[config.mk]
export PLATFORM = sky130hd
export DESIGN_NAME = uart_frame_packetizer
export DESIGN_NICKNAME = d
export VERILOG_FILES = /design/src/rtl/uart_frame_packetizer.sv
export SDC_FILE = /design/constraint.sdc
export NUM_CORES = 2
export LEC_CHECK = 0
export CAP_MARGIN = 0
export CORE_MARGIN = 3
export CORE_UTILIZATION = 60
export DETAILED_ROUTE_END_ITERATION = 8
export HOLD_SLACK_MARGIN = 0.08
export PLACE_DENSITY = 0.79
export SETUP_SLACK_MARGIN = 0.2
export SLEW_MARGIN = 30
export SYNTH_ARGS = -nofsm -noshare
export SYNTH_HDL_FRONTEND = slang
export SYNTH_SLANG_ARGS = --single-unit
[constraint.sdc]
create_clock -name sys_clk -period 6.3 [get_ports sys_clk]
set_input_delay 1.575 -clock sys_clk [delete_from_list [all_inputs] [get_ports sys_clk]]
set_output_delay 1.575 -clock sys_clk [all_outputs]
set_load 0.005 [all_outputs]
[src/rtl/uart_frame_packetizer.sv]
// uart_frame_packetizer
//   Buffers camera bytes in a FIFO and emits each frame to the UART TX side as
//   A5 5A seq <payload> checksum drop_count over a valid/ready handshake.
// Ports:
//   sys_clk, rst_n           clock, asynchronous active-low reset
//   frame_start, frame_end   single-cycle frame delimiters from the camera
//   in_valid, in_data        camera byte strobe (cannot be stalled)
//   tx_valid, tx_data        output byte, held stable until tx_ready
//   tx_ready                 UART side accepts the byte
//   busy                     state is not IDLE
//   frame_seq                sequence number of the current or next frame
//   drop_count               bytes lost to FIFO overflow in this frame (saturating)
module uart_frame_packetizer #(
  parameter logic [7:0]  HDR0   = 8'hA5,
  parameter logic [7:0]  HDR1   = 8'h5A,
  parameter int unsigned ADDR_W = 8
) (
  input  logic       sys_clk,
  input  logic       rst_n,
  input  logic       frame_start,
  input  logic       frame_end,
  input  logic       in_valid,
  input  logic [7:0] in_data,
  output logic       tx_valid,
  output logic [7:0] tx_data,
  input  logic       tx_ready,
  output logic       busy,
  output logic [7:0] frame_seq,
  output logic [7:0] drop_count
);

  localparam int unsigned DEPTH = 2 ** ADDR_W;
  localparam int unsigned CNT_W = ADDR_W + 1;

  typedef enum logic [2:0] {
    S_IDLE,
    S_HDR0,
    S_HDR1,
    S_SEQ,
    S_PAYLOAD,
    S_TRL_SUM,
    S_TRL_DROP
  } state_t;

  state_t            state_q, state_d;
  logic              accept_q, accept_d;
  logic              end_pending_q, end_pending_d;
  logic [7:0]        checksum_q, checksum_d;
  logic [7:0]        frame_seq_d, drop_count_d, tx_data_d, head_c;
  logic              tx_valid_d, busy_d;
  logic [ADDR_W-1:0] wr_ptr_q, wr_ptr_d, rd_ptr_q, rd_ptr_d, rd_base_c;
  logic [CNT_W-1:0]  count_q, count_d, count_base_c, count_left_c;
  logic              start_c, accept_eff_c, full_c, wr_en_c, drop_c, hs_c, pop_c;

  logic [7:0] mem [DEPTH];

  // A frame_start in IDLE flushes the FIFO and opens the frame on the same edge,
  // so a byte arriving with it already belongs to the new frame.
  assign start_c      = (state_q == S_IDLE) && frame_start;
  assign accept_eff_c = accept_q || start_c;
  assign rd_base_c    = start_c ? wr_ptr_q : rd_ptr_q;
  assign count_base_c = start_c ? '0 : count_q;
  // Full is judged before any same-cycle pop.
  assign full_c       = (count_base_c == CNT_W'(DEPTH));
  assign wr_en_c      = in_valid && accept_eff_c && !full_c;
  assign drop_c       = in_valid && accept_eff_c && full_c;
  assign hs_c         = tx_valid && tx_ready;
  assign pop_c        = hs_c && (state_q == S_PAYLOAD);
  assign count_left_c = count_base_c - CNT_W'(pop_c);

  // Next-state and frame bookkeeping
  always_comb begin
    state_d       = state_q;
    accept_d      = accept_q;
    end_pending_d = end_pending_q;
    checksum_d    = checksum_q;
    frame_seq_d   = frame_seq;
    drop_count_d  = drop_count;

    case (state_q)
      S_IDLE: begin
        if (frame_start) begin
          state_d      = S_HDR0;
          accept_d     = 1'b1;
          checksum_d   = '0;
          drop_count_d = '0;
        end
      end
      S_HDR0: if (hs_c) state_d = S_HDR1;
      S_HDR1: if (hs_c) state_d = S_SEQ;
      S_SEQ:  if (hs_c) state_d = S_PAYLOAD;
      S_PAYLOAD: begin
        if (pop_c) checksum_d = checksum_q + tx_data;
        // Only sampled on an empty FIFO, so the exit lands the cycle after the last pop.
        if (end_pending_q && (count_q == '0)) state_d = S_TRL_SUM;
      end
      S_TRL_SUM: if (hs_c) state_d = S_TRL_DROP;
      S_TRL_DROP: begin
        if (hs_c) begin
          state_d       = S_IDLE;
          end_pending_d = 1'b0;
          frame_seq_d   = frame_seq + 8'd1;
        end
      end
      default: state_d = S_IDLE;
    endcase

    if ((state_q != S_IDLE) && accept_q && frame_end) begin
      accept_d      = 1'b0;
      end_pending_d = 1'b1;
    end

    if (drop_c && (drop_count_d != 8'hFF)) drop_count_d = drop_count_d + 8'd1;
  end

  // FIFO pointers and the registered output byte for the upcoming state
  always_comb begin
    wr_ptr_d = wr_ptr_q + ADDR_W'(wr_en_c);
    rd_ptr_d = rd_base_c + ADDR_W'(pop_c);
    count_d  = count_left_c + CNT_W'(wr_en_c);
    // Bypass the array when the byte being written becomes the new head.
    head_c   = (count_left_c == '0) ? in_data : mem[rd_ptr_d];
    busy_d   = (state_d != S_IDLE);

    tx_valid_d = 1'b0;
    tx_data_d  = tx_data;
    case (state_d)
      S_HDR0: begin
        tx_valid_d = 1'b1;
        tx_data_d  = HDR0;
      end
      S_HDR1: begin
        tx_valid_d = 1'b1;
        tx_data_d  = HDR1;
      end
      S_SEQ: begin
        tx_valid_d = 1'b1;
        tx_data_d  = frame_seq_d;
      end
      S_PAYLOAD: begin
        if (count_d != '0) begin
          tx_valid_d = 1'b1;
          tx_data_d  = head_c;
        end
      end
      S_TRL_SUM: begin
        tx_valid_d = 1'b1;
        tx_data_d  = checksum_d;
      end
      S_TRL_DROP: begin
        tx_valid_d = 1'b1;
        tx_data_d  = drop_count_d;
      end
      default: ;
    endcase
  end

  // FIFO storage, no reset needed
  always_ff @(posedge sys_clk) begin
    if (wr_en_c) mem[wr_ptr_q] <= in_data;
  end

  // State and output registers
  always_ff @(posedge sys_clk or negedge rst_n) begin
    if (!rst_n) begin
      state_q       <= S_IDLE;
      accept_q      <= 1'b0;
      end_pending_q <= 1'b0;
      checksum_q    <= '0;
      wr_ptr_q      <= '0;
      rd_ptr_q      <= '0;
      count_q       <= '0;
      tx_valid      <= 1'b0;
      tx_data       <= '0;
      busy          <= 1'b0;
      frame_seq     <= '0;
      drop_count    <= '0;
    end else begin
      state_q       <= state_d;
      accept_q      <= accept_d;
      end_pending_q <= end_pending_d;
      checksum_q    <= checksum_d;
      wr_ptr_q      <= wr_ptr_d;
      rd_ptr_q      <= rd_ptr_d;
      count_q       <= count_d;
      tx_valid      <= tx_valid_d;
      tx_data       <= tx_data_d;
      busy          <= busy_d;
      frame_seq     <= frame_seq_d;
      drop_count    <= drop_count_d;
    end
  end

endmodule

==> summary.md <==
| Metric | Value |
|---|---|
| DRC viols | 0 |
| Register clock-pin slew on the reported worst setup and hold paths | 0.06 ns |
| Setup ws final | 0.474 ns |
| Hold Path Class | reg -> reg |
| Drt pass-1 iters | 6 |
| TritonCTS clock tree | yes |
| Largest net degree at the start of global routing | 147 |
| Post-synthesis cell area | 83900 µm² |
| Worst vdd ir | 0.326 mV |
| Width of the die | 380 µm |
| Post-CTS Resized | 0 |
| Critical Path Max Stage Delay | 0.62 ns |
| Cts hold-fix bufs | 0 |
| Pwr per Cell Area | 455 nW/µm² |
| Max_cap viols | 0 |
| Antenna violations before repair | 5 |
| Congestion Overflow GR | 0 |
| Final Cycle Share | 92.5% |
| Fmax | 172 MHz |
| # rows | 136 |
| Post-CTS Setup Bufs | 0 |
| Compound-Gate Fraction of Synth Area | 2.19% |
| Max Slew Vio Count | 0 |
| Via/cell ratio | 6.75 |
| Yosys reg bits | 2112 |
| Die Area | 144000 µm² |
| Routed Antenna Nets | 0 |
| Detailed Route Iter0 Violations | 6857 |
| Netlist cell types | 75 |
| CTS sink count | 2112 |
| Worst Tran Pin Value | 1.01 ns |
| Crit path cell chain | clkdlybuf4s50_1 -> or4b_1 -> nand2_1 -> nand2_1 -> ha_4 -> buf_12 -> buf_4 -> mux4_2 -> mux2i_1 -> mux2i_1 -> o22ai_1 -> a2111oi_1 -> buf_4 -> a21oi_1 -> nand3_1 -> a221o_1 |
| Yosys Warn Count | 0 |
| Skew-Pair Late Insertion Delay | 0.84 ns |
| Crit-path slowest cell | or4b_1 |
| # IOs | 40 |
| Overall Global Routing Usage | 30.0% |
| Mapped Cells | 4440 |
| Predominant post-synthesis flop cell | edfxtp_1 |
| Worst EP required | 6.98 ns |
| Die Y | 380 µm |
| Worst Path Buf+Inv | 4 |
| Final wirelength | 214000 µm |
| Vias in the first global route | 46200 |
| Core Footprint | 138000 µm² |
| Initial Util | 60.7% |
| Setup violators final | 0 |
| Post-synth EDFFs | 2048 |
| Final hold violations | 0 |
| Startpoint Class | primary input |
| Leakage Power | 31.3 nW |
| First-pass GRT wire length | 316000 µm |
| Final Util | 69.2% |
| Mux share of post-synthesis cell area | 15.1% |
| PortBufs | 39 |
| CP Class | in -> reg |
| RSZ-0062 raised after global routing | no |
| Clk root buf | clkbuf_16 |
| Status | completed |
| RD Place Congestion | 0.933 |
| Final worst path period need | 5.83 ns |
| Bufs on Longest Clock Path | 3 |
| CP Capture Type | flip-flop |
| Synthesized net count | 4472 |
| Total power | 43.5 mW |
| Layout Nets | 4834 |
| Vias | 46200 |
| Largest family of logic cells by synthesized area | multiplexers |
| Max_slew headroom | 32.3% |
| Cts bufs inserted | 199 |
| Post-DP HPWL | 130000 µm |
| Routed WL per cell | 31.3 µm |
| Xor and xnor area share after synthesis | 0.416% |
| Post-synthesis async set-or-reset flop share | 3.03% |
| P&R area growth vs syn | 13.9% |
| Worst clock skew | 0.0360 ns |
| WP data arrival | 6.51 ns |
| Most common cell after layout, fill and taps aside | edfxtp_1 |
| Pre-CTS WS | -0.0821 ns |
| Post-Synth Simple-Gate Area | 5.44% |
| # H-tree levels | 4 |
| Seq/Total Area, Yosys | 75.2% |
| Ratio of cells with drive above 1 in the final layout | 24.2% |
| Adder-Cell Fraction of Synth Area | 0.277% |
| Crit Path Max Fanout | 22 |
| Syn_area_per_cell | 18.9 µm² |
| Most frequent cells in the layout | 2048 x edfxtp_1, 485 x mux4_2, 422 x nand2_1 |
| CP top delay family | buffers and inverters |
| Final setup TNS | 0 ns |
-- where the power goes --
part	internal, mW	switching [mW]
clock network	6.65	5.11
registers	15.6	0.262
logic	6.90	9.02
total	29.1	14.4
-- logic make-up after synthesis --
group	count (synthesis)
xor gates and xnor gates	39
muxes	654
AOI/OAI and AO/OA	267
adders and majority gates	18
buffers and inverters	288
DFF	2112
and+or+nand+nor	1062
-- registers in the layout, indices dropped and copies added, names as in the netlist, 3 cells and up --
| signal | cells |
|---|---|
| rd_ptr_q | 8 |
| drop_count | 8 |
| tx_data | 8 |
| checksum_q | 8 |
| mem | 2048 |
| state_q | 3 |
| count_q | 9 |
| wr_ptr_q | 8 |
| frame_seq | 8 |
-- final timing paths --
kind | slack, ns | cells past startpoint | from | end
max | 0.47 | 16 | frame_start | tx_data[4]
min | 0.51 | 1 | frame_seq[7] | frame_seq[7]
max reg2reg | 1.00 | 15 | state_q[1] | tx_data[4]
min reg2reg | 0.51 | 1 | frame_seq[7] | frame_seq[7]
max in group asynchronous | 4.75 | 2 | rst_n | wr_ptr_q[4]
min in group asynchronous | 0.95 | 2 | rst_n | frame_seq[0]
-- layout make-up --
class                      instances  area [µm²]
sequential                      2112       63100
antenna                           10        25.0
tap                             1863        2330
clock inverter                   136        1110
inverter                          27         114
fill                            8307       42600
timing repair buffer             422        3900
multi-input combinational       2040       19700
clock buffer                     234        5260
-- per-layer routing --
| metal | vias up | GRT usage (%) | part of all wire (%) |
|---|---|---|---|
| met4 | 2 | 12.4 | 4.6 |
| met1 | 23600 | 41.6 | 35 |
| met3 | 607 | 7.75 | 13 |
| li1 | 18600 | - | - |
| met2 | 3413 | 46.2 | 47 |
| met5 | - | 0 | 0.0084 |
-- synth_stat cells (4+ instances only) --
cell type     n  share of area, %
nor2_1      331               1.5
xor2_1       16              0.17
mux2_2       17              0.23
o22ai_1       8             0.060
or4_1         5             0.045
o21ai_0      47              0.28
nand2b_1      5             0.037
a22oi_1      16              0.14
nand2_1     422               1.9
o211ai_1     10             0.089
xnor2_1      22              0.23
a221oi_1     10              0.10
nand4_1      30              0.22
a32oi_1      14              0.15
or3_1         9             0.067
mux4_2      485                13
nor4_1        8             0.060
buf_2        57              0.34
a211oi_1     13              0.12
buf_1        51              0.23
a31oi_1      25              0.19
a21oi_1      51              0.30
nor3_1       16             0.095
o221ai_1      4             0.042
o21a_1        6             0.054
edfxtp_1   2048                73
nand3_1     168               1.0
a311oi_1     11              0.11
dfrtp_1      64               1.9
inv_1        23              0.10
and3_1       29              0.22
o2111ai_1     9             0.094
mux2i_1     151               1.8
and2_1       11             0.082
ha_1         17              0.25
clkbuf_1    149              0.67
o211a_1       4             0.048
nor2b_1      15              0.11
-- metrics by stage --
| stage | cell area [µm²] | std cells | hold slack, ns |
|---|---|---|---|
| finish | 95600 | 6844 | 0.508 |
| global route | 95500 | 6834 | 0.526 |
| global placement | 89100 | 6461 | 0.498 |
| CTS | 95400 | 6831 | 0.510 |
| floorplan | 83900 | 4440 | 0.473 |
| detailed placement | 89100 | 6461 | 0.498 |
No activity file was read; power rests on OpenSTA's default activity.
